--- config.mk ---
export PLATFORM = sky130hd
export DESIGN_NAME = riscv_trap_ctrl
export DESIGN_NICKNAME = d
export VERILOG_FILES = /design/src/rtl/riscv_trap_pkg.sv /design/src/rtl/riscv_trap_prio.sv /design/src/rtl/riscv_trap_ctrl.sv
export SDC_FILE = /design/constraint.sdc
export NUM_CORES = 1
export LEC_CHECK = 0
export ABC_CLOCK_PERIOD_IN_PS = 3420
export BUFFER_PORTS_ARGS = -buffer_cell sky130_fd_sc_hd__buf_2
export CAP_MARGIN = 30
export CELL_PAD_IN_SITES_DETAIL_PLACEMENT = 1
export CELL_PAD_IN_SITES_GLOBAL_PLACEMENT = 1
export CORE_ASPECT_RATIO = 0.5
export CORE_UTILIZATION = 45
export CTS_BUF_LIST = sky130_fd_sc_hd__clkbuf_8
export DETAILED_ROUTE_END_ITERATION = 8
export PLACE_DENSITY = 0.87
export SYNTH_ARGS = -nofsm -noshare
export SYNTH_HDL_FRONTEND = slang
export SYNTH_SLANG_ARGS = --single-unit
--- constraint.sdc ---
create_clock -name i_riscv_clk -period 3.42 [get_ports i_riscv_clk]
set_input_delay 0.171 -clock i_riscv_clk [delete_from_list [all_inputs] [get_ports i_riscv_clk]]
set_output_delay 0.171 -clock i_riscv_clk [all_outputs]
set_load 0.02 [all_outputs]
--- src/rtl/riscv_trap_pkg.sv ---
// Shared constants for the machine-mode trap controller: CSR addresses,
// cause codes and the controller FSM states.
package riscv_trap_pkg;

   localparam logic [11:0] CSR_MSTATUS = 12'h300;
   localparam logic [11:0] CSR_MIE     = 12'h304;
   localparam logic [11:0] CSR_MTVEC   = 12'h305;
   localparam logic [11:0] CSR_MEPC    = 12'h341;
   localparam logic [11:0] CSR_MCAUSE  = 12'h342;
   localparam logic [11:0] CSR_MTVAL   = 12'h343;
   localparam logic [11:0] CSR_MIP     = 12'h344;

   localparam logic [5:0] CAUSE_INSTMIS   = 6'd0;
   localparam logic [5:0] CAUSE_ILLEGAL   = 6'd2;
   localparam logic [5:0] CAUSE_LOADMIS   = 6'd4;
   localparam logic [5:0] CAUSE_STOREMIS  = 6'd6;
   localparam logic [5:0] CAUSE_ECALL     = 6'd11;
   localparam logic [5:0] CAUSE_IRQ_TIMER = 6'd7;
   localparam logic [5:0] CAUSE_IRQ_EXT   = 6'd11;

   typedef enum logic {IDLE, BLANK} trap_state_e;

   // Only the misaligned exceptions carry a faulting address into mtval.
   function automatic logic is_misaligned(input logic [5:0] c);
      return (c == CAUSE_INSTMIS) || (c == CAUSE_LOADMIS) || (c == CAUSE_STOREMIS);
   endfunction

endpackage

--- src/rtl/riscv_trap_prio.sv ---
// Combinational event priority encoder: interrupts, then exceptions in
// architectural order, then mret.
module riscv_trap_prio
   import riscv_trap_pkg::*;
(
   input  logic       en,
   input  logic       exc_instmis,
   input  logic       exc_illegal,
   input  logic       exc_ecall,
   input  logic       exc_loadmis,
   input  logic       exc_storemis,
   input  logic       irq_ext,
   input  logic       irq_timer,
   input  logic       mret,
   output logic       take_trap,
   output logic       take_mret,
   output logic       is_irq,
   output logic [5:0] cause
);

   always_comb begin
      take_trap = 1'b0;
      take_mret = 1'b0;
      is_irq    = 1'b0;
      cause     = '0;
      if (en) begin
         if (irq_ext) begin
            take_trap = 1'b1; is_irq = 1'b1; cause = CAUSE_IRQ_EXT;
         end else if (irq_timer) begin
            take_trap = 1'b1; is_irq = 1'b1; cause = CAUSE_IRQ_TIMER;
         end else if (exc_instmis) begin
            take_trap = 1'b1; cause = CAUSE_INSTMIS;
         end else if (exc_illegal) begin
            take_trap = 1'b1; cause = CAUSE_ILLEGAL;
         end else if (exc_ecall) begin
            take_trap = 1'b1; cause = CAUSE_ECALL;
         end else if (exc_loadmis) begin
            take_trap = 1'b1; cause = CAUSE_LOADMIS;
         end else if (exc_storemis) begin
            take_trap = 1'b1; cause = CAUSE_STOREMIS;
         end else if (mret) begin
            take_mret = 1'b1;
         end
      end
   end

endmodule

--- src/rtl/riscv_trap_ctrl.sv ---
// Machine-mode trap controller beside WB: trap entry/mret strobes, redirect
// target and trap CSRs. Define RISCV_TRAP_VECTORED_EN for vectored interrupts.
module riscv_trap_ctrl
   import riscv_trap_pkg::*;
#(
   parameter int XLEN = 64
) (
   input  logic            i_riscv_clk,
   input  logic            i_riscv_rst,
   input  logic            i_riscv_trap_valid_wb,
   input  logic [XLEN-1:0] i_riscv_trap_pc_wb,
   input  logic            i_riscv_trap_exc_instmis,
   input  logic            i_riscv_trap_exc_illegal,
   input  logic            i_riscv_trap_exc_ecall,
   input  logic            i_riscv_trap_exc_loadmis,
   input  logic            i_riscv_trap_exc_storemis,
   input  logic [XLEN-1:0] i_riscv_trap_badaddr,
   input  logic            i_riscv_trap_mret,
   input  logic            i_riscv_trap_timer_irq,
   input  logic            i_riscv_trap_ext_irq,
   input  logic            i_riscv_trap_csr_we,
   input  logic [11:0]     i_riscv_trap_csr_addr,
   input  logic [XLEN-1:0] i_riscv_trap_csr_wdata,
   output logic [XLEN-1:0] o_riscv_trap_csr_rdata,
   output logic            o_riscv_trap_gototrap,
   output logic            o_riscv_trap_returnfromtrap,
   output logic [XLEN-1:0] o_riscv_trap_target
);

   localparam logic [XLEN-1:0] EVEN_MASK = {{(XLEN-1){1'b1}}, 1'b0};

   trap_state_e     state, state_nxt;
   logic            mst_mie, mst_mpie, mie_mtie, mie_meie;
   logic [XLEN-1:0] mtvec, mepc, mcause, mtval;
   logic [XLEN-1:0] mtvec_wval, tvec_base;
   logic            ev_en, pend_ext, pend_tmr, vec_mode, csr_wr;
   logic            take_trap, take_mret, is_irq;
   logic [5:0]      cause;

   assign ev_en    = (state == IDLE) && i_riscv_trap_valid_wb;
   assign pend_ext = mst_mie & mie_meie & i_riscv_trap_ext_irq   & i_riscv_trap_valid_wb;
   assign pend_tmr = mst_mie & mie_mtie & i_riscv_trap_timer_irq & i_riscv_trap_valid_wb;

   riscv_trap_prio u_prio (
      .en           (ev_en),
      .exc_instmis  (i_riscv_trap_exc_instmis),
      .exc_illegal  (i_riscv_trap_exc_illegal),
      .exc_ecall    (i_riscv_trap_exc_ecall),
      .exc_loadmis  (i_riscv_trap_exc_loadmis),
      .exc_storemis (i_riscv_trap_exc_storemis),
      .irq_ext      (pend_ext),
      .irq_timer    (pend_tmr),
      .mret         (i_riscv_trap_mret),
      .take_trap    (take_trap),
      .take_mret    (take_mret),
      .is_irq       (is_irq),
      .cause        (cause)
   );

   // The trapping instruction never gets to write its own CSR.
   assign csr_wr    = ev_en && i_riscv_trap_csr_we && !take_trap;
   assign tvec_base = {mtvec[XLEN-1:2], 2'b00};

`ifdef RISCV_TRAP_VECTORED_EN
   assign vec_mode   = (mtvec[1:0] == 2'b01);
   assign mtvec_wval = {i_riscv_trap_csr_wdata[XLEN-1:2],
                        (i_riscv_trap_csr_wdata[1:0] == 2'b01) ? 2'b01 : 2'b00};
`else
   assign vec_mode   = 1'b0;
   assign mtvec_wval = {i_riscv_trap_csr_wdata[XLEN-1:2], 2'b00};
`endif

   always_ff @(posedge i_riscv_clk or negedge i_riscv_rst) begin
      if (!i_riscv_rst) state <= IDLE;
      else              state <= state_nxt;
   end

   always_comb begin
      state_nxt = state;
      case (state)
         IDLE:    if (take_trap || take_mret) state_nxt = BLANK;
         BLANK:   state_nxt = IDLE;
         default: state_nxt = IDLE;
      endcase
   end

   always_comb begin
      o_riscv_trap_gototrap       = 1'b0;
      o_riscv_trap_returnfromtrap = 1'b0;
      o_riscv_trap_target         = '0;
      if (i_riscv_rst && state == IDLE) begin
         o_riscv_trap_gototrap       = take_trap;
         o_riscv_trap_returnfromtrap = take_mret;
         if (take_trap)
            o_riscv_trap_target = (is_irq && vec_mode) ?
                                  tvec_base + XLEN'({cause, 2'b00}) : tvec_base;
         else if (take_mret)
            o_riscv_trap_target = mepc;
      end
   end

   always_ff @(posedge i_riscv_clk or negedge i_riscv_rst) begin
      if (!i_riscv_rst) begin
         mst_mie  <= 1'b0;
         mst_mpie <= 1'b0;
         mie_mtie <= 1'b0;
         mie_meie <= 1'b0;
         mtvec    <= '0;
         mepc     <= '0;
         mcause   <= '0;
         mtval    <= '0;
      end else if (take_trap) begin
         mepc     <= i_riscv_trap_pc_wb & EVEN_MASK;
         mcause   <= {is_irq, {(XLEN-7){1'b0}}, cause};
         mtval    <= (!is_irq && is_misaligned(cause)) ? i_riscv_trap_badaddr : '0;
         mst_mpie <= mst_mie;
         mst_mie  <= 1'b0;
      end else begin
         if (csr_wr) begin
            case (i_riscv_trap_csr_addr)
               CSR_MSTATUS: begin
                  mst_mie  <= i_riscv_trap_csr_wdata[3];
                  mst_mpie <= i_riscv_trap_csr_wdata[7];
               end
               CSR_MIE: begin
                  mie_mtie <= i_riscv_trap_csr_wdata[7];
                  mie_meie <= i_riscv_trap_csr_wdata[11];
               end
               CSR_MTVEC:  mtvec  <= mtvec_wval;
               CSR_MEPC:   mepc   <= i_riscv_trap_csr_wdata & EVEN_MASK;
               CSR_MCAUSE: mcause <= i_riscv_trap_csr_wdata;
               CSR_MTVAL:  mtval  <= i_riscv_trap_csr_wdata;
               default: ;
            endcase
         end
         // mret's mstatus update wins over a same-cycle mstatus write.
         if (take_mret) begin
            mst_mie  <= mst_mpie;
            mst_mpie <= 1'b1;
         end
      end
   end

   always_comb begin
      o_riscv_trap_csr_rdata = '0;
      if (i_riscv_rst) begin
         case (i_riscv_trap_csr_addr)
            CSR_MSTATUS: begin
               o_riscv_trap_csr_rdata[3] = mst_mie;
               o_riscv_trap_csr_rdata[7] = mst_mpie;
            end
            CSR_MIE: begin
               o_riscv_trap_csr_rdata[7]  = mie_mtie;
               o_riscv_trap_csr_rdata[11] = mie_meie;
            end
            CSR_MTVEC:  o_riscv_trap_csr_rdata = mtvec;
            CSR_MEPC:   o_riscv_trap_csr_rdata = mepc;
            CSR_MCAUSE: o_riscv_trap_csr_rdata = mcause;
            CSR_MTVAL:  o_riscv_trap_csr_rdata = mtval;
            CSR_MIP: begin
               o_riscv_trap_csr_rdata[7]  = i_riscv_trap_timer_irq;
               o_riscv_trap_csr_rdata[11] = i_riscv_trap_ext_irq;
            end
            default: ;
         endcase
      end
   end

endmodule
# Yosys cells after proc, flatten, opt, wreduce, memory -nomap -nowiden
# Index checks and enable logic that the tools add are counted.
dict set report totals {
  reg_bits 259
  latchBits 0
  ramBits 0
  mem_bits_ro 0
  mem_count 0
}
dict set report classes {
  n_addsub 0
  mul 0
  n_div 0
  order_cmp 0
  n_eq_ne 9
  shift 0
  muxes 61
  n_bitwise 8
  reduce_logical 23
}
# cell count
set ops {}
lappend ops {{two-way mux 64 bit} 14}
lappend ops {{case mux 52 bit (4 select lines)} 1}
lappend ops {{== test 12 x 10 -> 1 bit, second input constant} 7}
lappend ops {{two-way mux 6 bit} 7}
lappend ops {{case mux 3 bit (4 select lines)} 3}
lappend ops {{two-way mux 1 bit} 31}
lappend ops {{== test 6 x 3 -> 1 bit, second input constant} 2}
lappend ops {{AND reduction 2 bit} 4}
lappend ops {{nonzero test 2 bit} 4}
lappend ops {{case mux 1 bit (7 select lines)} 1}
lappend ops {{AND 1 bit} 6}
lappend ops {{logical NOT 6 bit} 1}
lappend ops {{case mux 1 bit (6 select lines)} 1}
lappend ops {{AND reduction 3 bit} 2}
lappend ops {{nonzero test 3 bit} 2}
lappend ops {{logical AND 1 bit} 5}
lappend ops {{case mux 1 bit (5 select lines)} 1}
lappend ops {{logical OR 1 bit} 3}
lappend ops {{two-way mux 3 bit} 1}
lappend ops {{logical NOT 1 bit} 2}
lappend ops {{NOT 1 bit} 2}
lappend ops {{case mux 1 bit (2 select lines)} 1}

# Depth between registers and ports, before layout
dict set report depth {
  depth_word 14
  ltp_mapped 8
}

# Hierarchy
# From an unflattened synthesis, not the netlist that was laid out.
dict set report unflattened {
  hier_cells 1438
  area_unflattened_um2 14371.3
}
# module instances cells_each area_per_inst_um2
set by_module_without_submodules {}
lappend by_module_without_submodules {riscv_trap_ctrl 1 1417 14241.2}
lappend by_module_without_submodules {riscv_trap_prio 1 21 130.1}

# Worst setup path after synthesis
# OpenSTA, ideal clock, no wires.
dict set report synth_path {
  kind {register -> output}
  from {reg mie_mtie}
  to {out o_riscv_trap_target[55]}
  t_arrival_ns 2.133
  t_required_ns 3.249
  setup_slack_ns 1.116
  stages_incl_launch_ff 6
  n_path_buf 1
  path_cell_list {dfrtp_1 > a22o_1 > a211o_1 > nor3_2 > clkbuf_1 > a22o_1}
}
dict set report synth_via {
  elab_chain_cells 9
  elab_cells_between_ends 12
  classes_between {9 x mux; 3 x bitwise}
}
# item line_no
set synth_lines {}
lappend synth_lines {{start: declaration} riscv_trap_ctrl.sv:33} ;# logic mst_mie, mst_mpie, mie_mtie, mie_meie;
lappend synth_lines {{start signal: assignment} riscv_trap_ctrl.sv:126} ;# mie_mtie <= i_riscv_trap_csr_wdata[7];
lappend synth_lines {{AND 1 bit * (3 in series)} riscv_trap_ctrl.sv:42} ;# assign pend_tmr = mst_mie & mie_mtie & i_riscv_trap_timer_irq & i_riscv_trap_valid_wb;
lappend synth_lines {{two-way mux 1 bit} riscv_trap_prio.sv:29} ;# end else if (irq_timer) begin
lappend synth_lines {{two-way mux 1 bit} riscv_trap_prio.sv:27} ;# if (irq_ext) begin
lappend synth_lines {{two-way mux 1 bit} riscv_trap_prio.sv:26} ;# if (en) begin
lappend synth_lines {{two-way mux 64 bit} riscv_trap_ctrl.sv:97} ;# else if (take_mret)
lappend synth_lines {{two-way mux 64 bit *} riscv_trap_ctrl.sv:94} ;# if (take_trap)
lappend synth_lines {{two-way mux 64 bit *} riscv_trap_ctrl.sv:91} ;# if (i_riscv_rst && state == IDLE) begin
lappend synth_lines {{end: declaration} riscv_trap_ctrl.sv:27} ;# output logic [XLEN-1:0] o_riscv_trap_target
# Mark *: on every way between the ends. The rest lies on a longest branch, timed or not.

# Final worst setup path
dict set report layout_path {
  from {reg mie_mtie}
  to {out o_riscv_trap_target[34]}
}
# Same word-level chain as after synthesis.

==> impl_metrics.json <==
{
  "skew_ns": 0.0381,
  "grt-ovfl-total": 0,
  "min-delay-start": "i_riscv_trap_exc_ecall",
  "clkSinkCount": 258,
  "reg2regPathDepth": 7,
  "cts_tree": "done",
  "hpwl_um": 33300,
  "crit_required_ns": 3.25,
  "cts_buffers": 41,
  "grt_pass1_vias": 17800,
  "core-area_um2": 29400,
  "instances_no_fill": 2402,
  "p_leak_uw": 0.00868,
  "port_buffers": 343,
  "die_h_um": 125,
  "die_w_um": 248,
  "dieArea_um2": 31100,
  "final_cell_mix": "341 x buf_2, 258 x dfrtp_1, 245 x dlygate4sd3_1, 194 x nor2_1, 194 x nand2_1",
  "fill_cells": 3305,
  "drcViolationCount": 0,
  "grt_pass1_wl_um": 109000,
  "synth_area_um2": 13600,
  "setup_viol": 0,
  "path_max_fanout": 27,
  "vias": 16300,
  "syn_to_final_growth_pct": 40.3,
  "swShare": 0.324,
  "max_stage_delay_ns": 0.46,
  "drive_gt1_frac": 0.264,
  "share_seq_of_total_power": 0.441,
  "min_path_type": "in -> reg",
  "syn-num-nets": 1649,
  "root_buffer": "clkbuf_8",
  "crit_type": "reg -> out",
  "arrival_ns": 3.17,
  "cp-start-kind": "register",
  "place.gp.congestion": 0.845,
  "drtIter0Drc": 2294,
  "ys.flop_type": "dfrtp_1",
  "power_frac_clock": 0.382,
  "min_to": "mcause[3]",
  "hold_slack_ns": 0.0125,
  "worst_path_most_repeated_cell": "a22o_1",
  "cap_violations": 0,
  "rr_startpoint": "mst_mie",
  "rows": 44,
  "fin_setup_tns_ns": 0,
  "antenna_found_initial": 15,
  "seq_area_frac_synth": 0.473,
  "syn_avg_cell_area_um2": 9.52,
  "rrSetupSlack_ns": 0.11,
  "wl_um": 74600,
  "htreeDepth": 2,
  "slew_viol_final": 0,
  "final_util": 0.651,
  "grt_max_degree": 167,
  "wl_per_cell_um": 31.0,
  "dp.cells": 2067,
  "worst_pin_slew_ns": 1.04,
  "relSlewSlack": 0.309,
  "final_common_cell": "buf_2",
  "synth_edf_count": 0,
  "initial_utilization": 0.464,
  "final_nets": 2185,
  "async_flop_share": 1.00,
  "p_int_uw": 5400,
  "vdd_ir_drop_max_mv": 0.262,
  "register_area_um2": 6460,
  "ctsLongestPathBuffers": 3,
  "powerDensity_nw_per_um2": 417,
  "cts.clk_slew.worst_paths_ns": 0.08,
  "postRouteAntennaNets": 0,
  "ys_warn_count": 0,
  "rr_endpoint": "mtval[3]",
  "synthCells": 1433,
  "cts_resized": 0,
  "fin_crit_sh": 0.976,
  "max_freq_mhz": 299,
  "multi_input_area_um2": 6730,
  "clock_latency_ns": 0.61,
  "grt_use_total": 0.466,
  "cp_slowest_cell": "a211o_1",
  "rsz0062_at_grt": "false",
  "ys_ff_latch": 258,
  "min_period_ns": 3.34,
  "combPwrFrac": 0.177,
  "holdPathStages": 4,
  "status": "completed",
  "io-pin-count": 346,
  "endpoint_kind": "output port",
  "power_switching_uw": 2590,
  "viasPerCell": 6.78,
  "final-hold-violation-count": 0,
  "cp_cell_sequence": "a22o_1 > a211o_1 > nor3_4 > buf_4 > a22o_1 > buf_2",
  "synth.distinct_cells": 48,
  "drt-pass1-iter-count": 9
}
what timing repair did:
item                       CTS  global route
hold buffers               245             0
setup endpoints to repair    0            12
buffers inserted             0             3
hold endpoints to repair   295             0
per-stage QoR:
step                      power (uW)  setup slack (ns)  instance area, um2
after floorplan                 3970              1.12               13600
after global placement          4350             0.765               15800
after detailed placement        4440             0.639               15800
after CTS                       7540             0.295               19100
after global routing            8150            0.0664               19100
final                           7980            0.0808               19100
Yosys cell counts (2+ instances only):
library cell	instances	area, um2
and4b_1	2	20.0
nor2b_1	3	18.8
mux2i_1	131	1310
dfrtp_1	258	6460
clkbuf_1	103	387
o22ai_1	2	12.5
nand3_1	4	20.0
nand2_1	196	736
buf_4	6	45.0
mux2_2	67	754
a21oi_1	130	651
or3_1	3	18.8
nor3_1	4	20.0
nor2_1	198	743
a32oi_1	64	561
nand4b_1	2	17.5
and2_1	3	18.8
buf_1	9	33.8
nand4_1	2	12.5
o21ai_0	71	355
nor3_2	2	20.0
a31oi_1	3	18.8
nand2b_1	4	25.0
nand3b_1	2	15.0
inv_1	4	15.0
a22o_1	65	569
a221oi_1	60	526
buf_2	14	70.1
a211oi_1	2	15.0
state kept, by name (all words and copies together), names as in the netlist:
register	count
mcause	64
mepc	63
mie_meie	1
mie_mtie	1
mst_mie	1
mst_mpie	1
mtval	64
mtvec	62
state	1
worst max-delay path, delay by kind of cell (launching register included):
family / cells / cell delay (ns)
AO/OA/AOI/OAI: 3 / 1.19
buffers and inverters: 2 / 0.67
flip-flops: 1 / 0.43
AND/OR/NAND/NOR: 1 / 0.23
kinds of logic after synthesis:
kind of cell / share of synthesized area
multiplexers: 0.152
flip-flops: 0.473
AO/OA/AOI/OAI: 0.204
other: 0.000275
buffers and inverters: 0.0404
AND/OR/NAND/NOR: 0.130
layer usage:
layer / part of all wire / global-route usage / up-vias
li1: - / - / 6285
met1: 0.35 / 0.529 / 7995
met2: 0.47 / 0.745 / 1460
met3: 0.099 / 0.130 / 550
met4: 0.087 / 0.362 / 4
met5: 0.00036 / 0 / -
power groups by stage:
stage / Sequential [uW] / Combinational [uW] / Clock [uW]
after floorplan: 3470 / 501 / 0
after global routing: 3530 / 1470 / 3150
final: 3520 / 1410 / 3050
after global placement: 3490 / 864 / 0
after detailed placement: 3520 / 920 / 0
after CTS: 3470 / 1230 / 2850
layout make-up:
cell class                      instances  area share
Multi-Input combinational cell       1039       0.352
Sequential cell                       258       0.337
Timing Repair Buffer                  625       0.238
Clock buffer                           58      0.0417
Tap cell                              391      0.0256
Clock inverter                         14     0.00314
Antenna cell                           13     0.00170
Inverter                                4    0.000784
worst max path at each step:
stage / startpoint / to / cells after the start
finish: mie_mtie / o_riscv_trap_target[34] / 6
global route: mst_mie / mtval[3] / 7
CTS: mst_mie / o_riscv_trap_target[50] / 7
detailed placement: mie_mtie / mtvec[15] / 6
global placement: mie_mtie / mtvec[16] / 6
floorplan: mie_mtie / o_riscv_trap_target[55] / 5
Note: power is estimated with default switching activity, not from simulation.
